===== config.mk =====
export PLATFORM = sky130hd
export DESIGN_NAME = pong_game_ctrl
export DESIGN_NICKNAME = d
export VERILOG_FILES = /design/src/rtl/pong_pkg.sv /design/src/rtl/pong_ball_step.sv /design/src/rtl/pong_game_ctrl.sv
export SDC_FILE = /design/constraint.sdc
export NUM_CORES = 1
export LEC_CHECK = 0
export CORE_MARGIN = 5
export CORE_UTILIZATION = 54
export CTS_CLUSTER_SIZE = 30
export DETAILED_ROUTE_END_ITERATION = 8
export GPL_ROUTABILITY_DRIVEN = 0
export PLACE_DENSITY = 0.76
export SLEW_MARGIN = 10
export SYNTH_ARGS = -nofsm -noshare
export SYNTH_HDL_FRONTEND = slang
export SYNTH_SLANG_ARGS = --single-unit

===== constraint.sdc =====
create_clock -name clk -period 5.21 [get_ports clk]
set_input_delay 1.042 -clock clk [delete_from_list [all_inputs] [get_ports clk]]
set_output_delay 1.042 -clock clk [all_outputs]
set_load 0.02 [all_outputs]

===== src/rtl/pong_pkg.sv =====
// pong_pkg: shared screen geometry, paddle faces and game FSM states
package pong_pkg;
  localparam int SCREEN_W = 640;
  localparam int SCREEN_H = 480;
  localparam int PADDLE_SIZE = 40;
  localparam int FACE_L = 16;
  localparam int FACE_R = 625;
  localparam int CENTRE_X = 318;
  localparam int CENTRE_Y = 238;
  typedef enum logic [2:0] {
    IDLE        = 3'd0,
    SERVE_DELAY = 3'd1,
    PLAY        = 3'd2,
    POINT       = 3'd3,
    GAMEOVER    = 3'd4
  } state_e;
endpackage


===== src/rtl/pong_ball_step.sv =====
// pong_ball_step: one-frame ball motion with wall bounce, paddle hits and misses
module pong_ball_step
  import pong_pkg::*;
#(
  parameter int SPEED_X = 2,
  parameter int SPEED_Y = 1,
  parameter int BALL_SIZE = 4
) (
  input  logic [9:0] x_i,
  input  logic [8:0] y_i,
  input  logic       dx_i,
  input  logic       dy_i,
  input  logic [8:0] pos_l_i,
  input  logic [8:0] pos_r_i,
  output logic [9:0] x_o,
  output logic [8:0] y_o,
  output logic       dx_o,
  output logic       dy_o,
  output logic       hit_o,
  output logic       miss_l_o,
  output logic       miss_r_o
);
  localparam logic signed [10:0] SX = 11'(SPEED_X);
  localparam logic signed [10:0] SY = 11'(SPEED_Y);
  localparam logic signed [10:0] BS = 11'(BALL_SIZE);
  localparam logic signed [10:0] HALF = 11'(PADDLE_SIZE / 2);
  localparam logic signed [10:0] W = 11'(SCREEN_W);
  localparam logic signed [10:0] H = 11'(SCREEN_H);
  localparam logic signed [10:0] FL = 11'(FACE_L);
  localparam logic signed [10:0] FR = 11'(FACE_R);
  logic signed [10:0] x, y, ny, pl, pr;
  logic bot, top, cross_l, cross_r, hit_l, hit_r;
  assign x = $signed({1'b0, x_i});
  assign y = $signed({2'b0, y_i});
  assign pl = $signed({2'b0, pos_l_i});
  assign pr = $signed({2'b0, pos_r_i});
  assign bot = y + BS + SY > H;
  assign top = y < SY;
  assign ny = dy_i ? (bot ? H - BS : y + SY) : (top ? 11'sd0 : y - SY);
  assign dy_o = dy_i ? !bot : top;
  assign y_o = ny[8:0];
  assign cross_l = !dx_i && x >= FL && x - SX < FL;
  assign cross_r = dx_i && x + BS <= FR && x + BS + SX > FR;
  assign hit_l = cross_l && ny + BS > pl - HALF && ny < pl + HALF;
  assign hit_r = cross_r && ny + BS > pr - HALF && ny < pr + HALF;
  assign hit_o = hit_l | hit_r;
  assign miss_l_o = !dx_i && !hit_l && x < SX;
  assign miss_r_o = dx_i && !hit_r && x + BS + SX > W;
  assign x_o = 10'(hit_l ? FL : hit_r ? FR - BS : dx_i ? x + SX : x - SX);
  assign dx_o = hit_l ? 1'b1 : hit_r ? 1'b0 : dx_i;
endmodule


===== src/rtl/pong_game_ctrl.sv =====
// pong_game_ctrl: serve/play/point/game-over sequencer stepping the ball once per frame
module pong_game_ctrl
  import pong_pkg::*;
#(
  parameter int SERVE_FRAMES = 60,
  parameter int POINT_FRAMES = 30,
  parameter int WIN_SCORE = 9,
  parameter int SPEED_X = 2,
  parameter int SPEED_Y = 1,
  parameter int BALL_SIZE = 4
) (
  input  logic       clk,
  input  logic       rst,
  input  logic       frame_tick,
  input  logic       serve,
  input  logic [8:0] pos_l,
  input  logic [8:0] pos_r,
  output logic [9:0] ball_x,
  output logic [8:0] ball_y,
  output logic [3:0] score_l,
  output logic [3:0] score_r,
  output logic [2:0] state,
  output logic       ball_hit,
  output logic       game_over
);
  state_e state_q;
  logic [7:0] cnt_q;
  logic [9:0] x_q, x_d;
  logic [8:0] y_q, y_d;
  logic dx_q, dx_d, dy_q, dy_d, serve_dy_q, serve_q, hit_q, hit_d, go_q, miss_l, miss_r, win;
  logic [3:0] sl_q, sr_q, sc_d;
  logic serve_edge, last_serve, last_point;
  assign serve_edge = serve & ~serve_q;
  assign last_serve = cnt_q == 8'(SERVE_FRAMES - 1);
  assign last_point = cnt_q == 8'(POINT_FRAMES - 1);
  assign sc_d = (miss_l ? sr_q : sl_q) + 4'd1;
  assign win = sc_d == 4'(WIN_SCORE);
  assign ball_x = x_q;
  assign ball_y = y_q;
  assign score_l = sl_q;
  assign score_r = sr_q;
  assign state = state_q;
  assign ball_hit = hit_q;
  assign game_over = go_q;
  pong_ball_step #(.SPEED_X(SPEED_X), .SPEED_Y(SPEED_Y), .BALL_SIZE(BALL_SIZE)) u_step (
    .x_i(x_q), .y_i(y_q), .dx_i(dx_q), .dy_i(dy_q), .pos_l_i(pos_l), .pos_r_i(pos_r),
    .x_o(x_d), .y_o(y_d), .dx_o(dx_d), .dy_o(dy_d), .hit_o(hit_d),
    .miss_l_o(miss_l), .miss_r_o(miss_r)
  );
  // game FSM: serve sequencing, per-frame ball update, scoring; a serve edge beats a same-cycle tick
  always_ff @(posedge clk or posedge rst) begin
    if (rst) begin
      state_q <= IDLE;
      cnt_q <= '0;
      x_q <= 10'(CENTRE_X);
      y_q <= 9'(CENTRE_Y);
      dx_q <= 1'b1;
      dy_q <= 1'b1;
      serve_dy_q <= 1'b1;
      serve_q <= 1'b0;
      sl_q <= '0;
      sr_q <= '0;
      hit_q <= 1'b0;
      go_q <= 1'b0;
    end else begin
      serve_q <= serve;
      hit_q <= 1'b0;
      case (state_q)
        IDLE: if (serve_edge) begin
          state_q <= SERVE_DELAY;
          cnt_q <= '0;
        end
        SERVE_DELAY: if (frame_tick) begin
          cnt_q <= last_serve ? '0 : cnt_q + 8'd1;
          if (last_serve) state_q <= PLAY;
        end
        PLAY: if (frame_tick) begin
          if (miss_l | miss_r) begin
            if (miss_r) sl_q <= sc_d;
            else sr_q <= sc_d;
            state_q <= win ? GAMEOVER : POINT;
            go_q <= win;
            cnt_q <= '0;
            x_q <= 10'(CENTRE_X);
            y_q <= 9'(CENTRE_Y);
            dx_q <= miss_r;
            dy_q <= ~serve_dy_q;
            serve_dy_q <= ~serve_dy_q;
          end else begin
            x_q <= x_d;
            y_q <= y_d;
            dx_q <= dx_d;
            dy_q <= dy_d;
            hit_q <= hit_d;
          end
        end
        POINT: if (frame_tick) begin
          cnt_q <= last_point ? '0 : cnt_q + 8'd1;
          if (last_point) state_q <= SERVE_DELAY;
        end
        GAMEOVER: if (serve_edge) begin
          state_q <= SERVE_DELAY;
          cnt_q <= '0;
          sl_q <= '0;
          sr_q <= '0;
          x_q <= 10'(CENTRE_X);
          y_q <= 9'(CENTRE_Y);
          dx_q <= 1'b1;
          dy_q <= 1'b1;
          serve_dy_q <= 1'b1;
          go_q <= 1'b0;
        end
        default: state_q <= IDLE;
      endcase
    end
  end
endmodule


==> impl_metrics.toml, run 1 <==
[cts]
ctsRootBufferMaster = "sky130_fd_sc_hd__clkbuf_8"
tritoncts_clock_tree = "done"
clk_transition_reported_paths_ps = 100
cts_num_sinks = 44
numCtsBuffers = 5
htree_num_levels = 2
cts-root-to-sink-buffers = 2
clk_latency_worst_skew_pair_ps = 310

[cells_and_area]
fin_nets = 854
synthToLayoutAreaGrowth_pct = 22.4
n_antenna_cell = 0
post_route_cells_drive_above_1_share_pct = 15.7
final_cells = 909
final_core_util_pct = 67.9

[timing]
final_hold_viol_count = 0
worst_slew_margin_rel_pct = 54.3
final_critical_path_setup_slack_ps = 30.2
timing.setup.tns_ps = 0
worst_slew_pin_slew_ps = 685
finalCriticalPeriod_ps = 5180
finalSetupViolCount = 0
drv_slew = 0
fin_crit_sh_pct = 99.4
grt_setup_unrepaired = "yes"
clock.fmax_mhz = 193
fin_worst_skew_ps = 11.1
finalHoldWorstSlack_ps = 501

[place]
count_of_buffers_inserted_at_the_top_level_ports = 53
dpl.cell_count = 891
dp_hpwl_um = 12100
placement.setup.worst_slack_ps = -97.6

[logic_synthesis]
postSynth.topFlopCell = "sky130_fd_sc_hd__dfrtp_1"
synthesis.yosys.warnings = 0
netlist_instances = 702
mappedNetlistNets = 781
synthesis.area_mm2 = 0.00545
count_of_different_cell_masters_after_synthesis = 78
synth-edff-count = 0
ys_ff_latch = 44
synth_area_per_cell_um2 = 7.76
seq_area_frac_synth_pct = 20.6
async_reset_ff_share_pct = 100

[setup_path]
cp_max_fo = 5
timing_worst_setup_path_type = "reg2reg"
critical-path-max-stage-delay_ps = 570
crit_path_top_delay_cell = "sky130_fd_sc_hd__dfstp_2"
critPathCaptureType = "flop"
worstSetupStartpointType = "flop"
timing.critical_path.max_delay_family = "compound AO/OA/AOI/OAI gates"
path_cells = "inv_2, ha_4, and4b_2, and4b_1, a211oi_2, o221a_4, nor2_4, a221oi_2, o22ai_2, inv_2, ha_4, nor2b_4, o211ai_1, or4_4, a21bo_4, and3_4, a2111oi_4, buf_4, a21oi_2, o31a_1, buf_6, o21ai_2, o2bb2ai_1"
timing.critical_path.buf_inv = 4
worstPathRequired_ps = 5430
data_arrival_time_of_the_critical_path_ps = 5400

[die]
die_area_mm2 = 0.0122
floorplan.die.height_um = 110
core-area_mm2 = 0.00982
die_w_um = 110
core.rowCount = 36
io-pin-count = 54
start_util_pct = 55.5

[global_routing]
antenna_found_initial = 0
grt_first_pass_wirelength_um = 25400
grt_usage_pct = 24.1
largest_net_degree_at_the_start_of_global_routing = 45
grt_pass1_vias = 5301
gr-total-overflow = 0

[detailed_routing]
detail_route.wirelength_um = 15800
wire_per_inst_um = 17.4
route.detailed.vias_per_inst = 6.11
route.detailed.drc = 0
drtAntennaViolNets = 0
detail_route.iter0.violations = 453
dr_total_vias = 5553
detailedRoute.firstPassIterationCount = 5

[power_and_ir_drop]
netSwitchingPower_w = 0.00197
pwr-share-clk_pct = 7.0
intPower_w = 0.00204
sequential_share_of_power_pct = 17.1
power.density_mw_per_mm2 = 601
swShare_pct = 49.2
total_leakage_power_nw = 2.91
comb_power_share_pct = 75.9
vdd_drop_max_v = 0.000292

[status]
result_of_the_run = "complete, no violations"

[job]
max_cap_viol_count = 0

[min_path]
hold_path.class = "reg2reg"
## cell families (layout without fill, tap and decap cells)
family | Yosys count | count (layout) | synth area share [%]
multiplexers | 11 | 11 | 2.11
XOR/XNOR | 52 | 52 | 9.26
AND/OR/NAND/NOR | 260 | 260 | 24.3
flip-flops | 44 | 44 | 20.6
buffers and inverters | 81 | 154 | 6.02
adder cells (fa/ha/maj) | 60 | 60 | 13.6
AO/OA/AOI/OAI | 194 | 195 | 24.1
## stage by stage
stage | total power [W] | cell area [µm²]
final | 0.00401 | 6670
after global routing | 0.00433 | 6670
after CTS | 0.00373 | 6420
after detailed placement | 0.00342 | 6270
after global placement | 0.00332 | 6270
after floorplan | 0.00256 | 5460
## placed cells by master, fill, tap and decap left out, types with 5 or more instances in the layout
master / instances
sky130_fd_sc_hd__nor4_1: 7
sky130_fd_sc_hd__o2bb2ai_1: 6
sky130_fd_sc_hd__o21ai_0: 49
sky130_fd_sc_hd__a22oi_1: 6
sky130_fd_sc_hd__nand2_1: 64
sky130_fd_sc_hd__nand3_1: 26
sky130_fd_sc_hd__buf_4: 45
sky130_fd_sc_hd__a21o_1: 7
sky130_fd_sc_hd__o21a_1: 8
sky130_fd_sc_hd__nand2b_1: 15
sky130_fd_sc_hd__a21oi_1: 39
sky130_fd_sc_hd__dfstp_2: 15
sky130_fd_sc_hd__a31oi_1: 12
sky130_fd_sc_hd__mux2i_1: 7
sky130_fd_sc_hd__xor2_1: 23
sky130_fd_sc_hd__ha_1: 54
sky130_fd_sc_hd__and3_1: 13
sky130_fd_sc_hd__and2_1: 9
sky130_fd_sc_hd__o22ai_1: 5
sky130_fd_sc_hd__clkdlybuf4s50_1: 53
sky130_fd_sc_hd__nor2b_1: 7
sky130_fd_sc_hd__or3_1: 11
sky130_fd_sc_hd__nor3_1: 18
sky130_fd_sc_hd__nor2_1: 53
sky130_fd_sc_hd__o211ai_1: 5
sky130_fd_sc_hd__dfrtp_1: 29
sky130_fd_sc_hd__inv_1: 41
sky130_fd_sc_hd__xnor2_1: 25
sky130_fd_sc_hd__clkbuf_8: 5
sky130_fd_sc_hd__nand3b_1: 6
## worst reg2reg max path: cells and delay by family (launching register included)
kind                       cells  cell delay [ps]
AOI/OAI and AO/OA             11             2240
and+or+nand+nor                6             1390
DFF                            1              570
buffers and inverters          4              530
adders and majority gates      2              370
## timing repair
item                       in CTS  in global routing
gates resized for setup         4                 37
buffers inserted                2                  7
hold buffers                    0                  0
setup endpoints to repair      12                 38
gates cloned                    0                  1
pin swaps                       1                 19
## flip-flops by register name, indices dropped and copies added (netlist names)
name / count
cnt_q: 8
ball_hit: 1
dy_q: 1
game_over: 1
ball_y: 9
score_r: 4
dx_q: 1
score_l: 4
ball_x: 10
serve_q: 1
state: 3
serve_dy_q: 1
## worst paths after layout
| check | startpoint | endpoint | slack [ps] | cells past startpoint |
|---|---|---|---|---|
| max | ball_y[3] | cnt_q[6] | 30 | 23 |
| min | cnt_q[7] | cnt_q[7] | 500 | 1 |
| max reg2reg | ball_y[3] | cnt_q[6] | 30 | 23 |
| min reg2reg | cnt_q[7] | cnt_q[7] | 500 | 1 |
| max in group asynchronous | rst | score_r[3] | 3620 | 3 |
| min in group asynchronous | rst | ball_x[0] | 1180 | 3 |
## Yosys cell counts (12+ instances only)
library cell / count / area share (%)
sky130_fd_sc_hd__nand2_1: 66 / 4.5
sky130_fd_sc_hd__nor2_1: 55 / 3.8
sky130_fd_sc_hd__inv_1: 44 / 3.0
sky130_fd_sc_hd__nor3_1: 18 / 1.7
sky130_fd_sc_hd__dfstp_2: 15 / 7.2
sky130_fd_sc_hd__or3_1: 12 / 1.4
sky130_fd_sc_hd__clkbuf_1: 27 / 1.9
sky130_fd_sc_hd__ha_1: 57 / 13
sky130_fd_sc_hd__xnor2_1: 25 / 4.0
sky130_fd_sc_hd__xor2_1: 23 / 3.7
sky130_fd_sc_hd__nand3_1: 27 / 2.5
sky130_fd_sc_hd__nand2b_1: 17 / 2.0
sky130_fd_sc_hd__dfrtp_1: 29 / 13
sky130_fd_sc_hd__a31oi_1: 13 / 1.5
sky130_fd_sc_hd__o21ai_0: 50 / 4.6
sky130_fd_sc_hd__and3_1: 14 / 1.6
sky130_fd_sc_hd__a21oi_1: 40 / 3.7
## metal layers
metal,vias to the layer above,share of wire [%],global-route usage [%]
met2,205,47,39.6
met5,-,0,0
met4,0,2.1,6.65
met3,33,5.9,3.34
met1,2635,45,33.0
li1,2680,-,-
## layout make-up
| class | instances | area, µm² |
|---|---|---|
| fillers | 866 | 3150 |
| clock inverters | 3 | 45.0 |
| well taps | 133 | 166 |
| repair buffers | 100 | 891 |
| multi-input cells | 578 | 4200 |
| inverters | 46 | 173 |
| clock buffers | 5 | 68.8 |
| flip-flops and latches | 44 | 1120 |
## power groups by stage
stage	Clock [W]	Combinational [W]	Sequential [W]
after global routing	0.000295	0.00333	0.000705
after global placement	0	0.00265	0.000674
final	0.000281	0.00304	0.000684
after CTS	0.000282	0.00278	0.000672
after floorplan	0	0.00189	0.000668
after detailed placement	0	0.00275	0.000678
Power figures use the tool's default switching activity.
==> run 2: changes to the inputs <==
--- a/config.mk
+++ b/config.mk
@@ -10,6 +10,7 @@
 export CTS_CLUSTER_SIZE = 30
 export DETAILED_ROUTE_END_ITERATION = 8
 export GPL_ROUTABILITY_DRIVEN = 0
+export MAX_ROUTING_LAYER = met4
 export PLACE_DENSITY = 0.76
 export SLEW_MARGIN = 10
 export SYNTH_ARGS = -nofsm -noshare
==> impl_metrics.toml, run 2 (same netlist as run 1, synthesis figures left out) <==
[status]
result_of_the_run = "complete, no violations"

[setup_path]
worstSetupStartpointType = "flop"
r2r-start = "ball_y[3]"
data_arrival_time_of_the_critical_path_ps = 5360
cp_max_fo = 5
critPathCaptureType = "flop"
setup.reg_to_reg.worst_slack_ps = 50
startpoint = "ball_y[3]"
timing_worst_setup_path_type = "reg2reg"
worstSetupEndpoint = "state[1]"
cell_count_of_the_worst_reg_to_reg_path = 22
worstPathRequired_ps = 5410
r2r_end = "state[1]"

[timing]
clock.fmax_mhz = 194
final_hold_viol_count = 0
finalCriticalPeriod_ps = 5160
finalSetupViolCount = 0
timing.setup.tns_ps = 0
fin_crit_sh_pct = 99.1
drv_slew = 0
worst_slew_pin_slew_ps = 659
worst_slew_margin_rel_pct = 56.0
fin_worst_skew_ps = 10.6
grt_setup_unrepaired = "yes"

[cells_and_area]
largest_reg_flops = 10
final_core_util_pct = 67.8
fin_nets = 854
post_route_cells_drive_above_1_share_pct = 15.7
layout_commonest_cell = "sky130_fd_sc_hd__nand2_1"
synthToLayoutAreaGrowth_pct = 22.3
most-common-layout-cells = "64 x sky130_fd_sc_hd__nand2_1, 54 x sky130_fd_sc_hd__ha_1, 53 x sky130_fd_sc_hd__nor2_1, 53 x sky130_fd_sc_hd__clkdlybuf4s50_1, 49 x sky130_fd_sc_hd__o21ai_0"
n_antenna_cell = 0

[global_routing]
antenna_found_initial = 0
grt_pass1_vias = 5294
gr-total-overflow = 0
grt_first_pass_wirelength_um = 25400
grt_usage_pct = 24.8
largest_net_degree_at_the_start_of_global_routing = 45

[detailed_routing]
route.detailed.drc = 0
drt-met1-wl_um = 7010
wire_per_inst_um = 17.3
detailedRoute.firstPassIterationCount = 5
wl_met3_um = 1040
route.detailed.vias_per_inst = 6.11
dr_total_vias = 5558
met2WireLength_um = 7260
drtAntennaViolNets = 0
detail_route.wirelength_um = 15700
detail_route.iter0.violations = 482
routed.top_layer = "met4"

[place]
dp_hpwl_um = 12100
count_of_buffers_inserted_at_the_top_level_ports = 53

[die]
die_w_um = 110
io-pin-count = 54
start_util_pct = 55.5
core-area_mm2 = 0.00982
die_area_mm2 = 0.0122
core.rowCount = 36
floorplan.die.height_um = 110

[cts]
numCtsBuffers = 5
clk_transition_reported_paths_ps = 100
ctsRootBufferMaster = "sky130_fd_sc_hd__clkbuf_8"
cts_num_sinks = 44
tritoncts_clock_tree = "done"
clk_latency_worst_skew_pair_ps = 310
htree_num_levels = 2
hold_buffers_post_cts = 0
cts-root-to-sink-buffers = 2

[power_and_ir_drop]
power.density_mw_per_mm2 = 600
vdd_drop_max_v = 0.000295
total_leakage_power_nw = 2.90

[min_path]
hold_path.class = "reg2reg"

[job]
max_cap_viol_count = 0
-- run 2: layout make-up --
| type | instances | area [µm²] |
|---|---|---|
| Multi-Input combinational cell | 578 | 4200 |
| Fill cell | 866 | 3160 |
| Sequential cell | 44 | 1120 |
| Timing Repair Buffer | 100 | 891 |
| Inverter | 46 | 173 |
| Tap cell | 133 | 166 |
| Clock buffer | 5 | 68.8 |
| Clock inverter | 3 | 45.0 |
-- run 2: worst min path at each step --
stage             start        to  slack (ps)  depth (start not counted)
3_3_place_gp   cnt_q[7]  cnt_q[7]         470                          1
2_1_floorplan  cnt_q[7]  cnt_q[7]         450                          1
6_report       cnt_q[7]  cnt_q[7]         490                          1
3_5_place_dp   cnt_q[7]  cnt_q[7]         480                          1
4_1_cts        cnt_q[7]  cnt_q[7]         490                          1
5_1_grt        cnt_q[7]  cnt_q[7]         520                          1
-- run 2: worst max-delay path, stage by stage, from the launching register on --
cell	delay [ps]
sky130_fd_sc_hd__dfstp_2	570
sky130_fd_sc_hd__inv_2	60
sky130_fd_sc_hd__ha_4	230
sky130_fd_sc_hd__and4b_2	260
sky130_fd_sc_hd__and4b_1	200
sky130_fd_sc_hd__a211oi_2	210
sky130_fd_sc_hd__o221a_4	280
sky130_fd_sc_hd__nor2_4	60
sky130_fd_sc_hd__a221oi_2	300
sky130_fd_sc_hd__o22ai_2	140
sky130_fd_sc_hd__inv_2	110
sky130_fd_sc_hd__ha_4	140
sky130_fd_sc_hd__nor2b_4	130
sky130_fd_sc_hd__o211ai_1	110
sky130_fd_sc_hd__or4_4	560
sky130_fd_sc_hd__a21bo_4	240
sky130_fd_sc_hd__and3_4	170
sky130_fd_sc_hd__a2111oi_4	330
sky130_fd_sc_hd__buf_4	190
sky130_fd_sc_hd__a21oi_2	60
sky130_fd_sc_hd__buf_4	150
sky130_fd_sc_hd__o31a_1	280
sky130_fd_sc_hd__a32o_1	260
-- run 2: metrics by stage --
step	worst slack (ps)	hold WS [ps]	cells	total power [W]	instance area [µm²]
after floorplan	9.04	447	702	0.00256	5460
after global placement	95.4	466	891	0.00332	6270
after detailed placement	-97.6	479	891	0.00342	6270
after CTS	3.14	492	901	0.00373	6420
after global routing	-121	516	909	0.00432	6660
final	46.9	487	909	0.00400	6660
-- run 2: repair_timing --
| action | in CTS | in global routing |
|---|---|---|
| setup endpoints to repair | 12 | 38 |
| setup buffers | 2 | 7 |
| cloned | 0 | 1 |
| gates resized for setup | 4 | 36 |
| pin swaps | 1 | 19 |
-- run 2: report_power, final --
| part | internal (W) | switching, W | leakage (nW) |
|---|---|---|---|
| Clock | 0.000145 | 0.000135 | 0.0591 |
| Combinational | 0.00142 | 0.00162 | 2.31 |
| Sequential | 0.000475 | 0.000211 | 0.530 |
-- run 2: per-layer routing --
metal,up-vias,track usage (%)
met5,-,-
met2,228,39.6
li1,2680,-
met4,0,6.65
met3,41,3.12
met1,2609,33.2
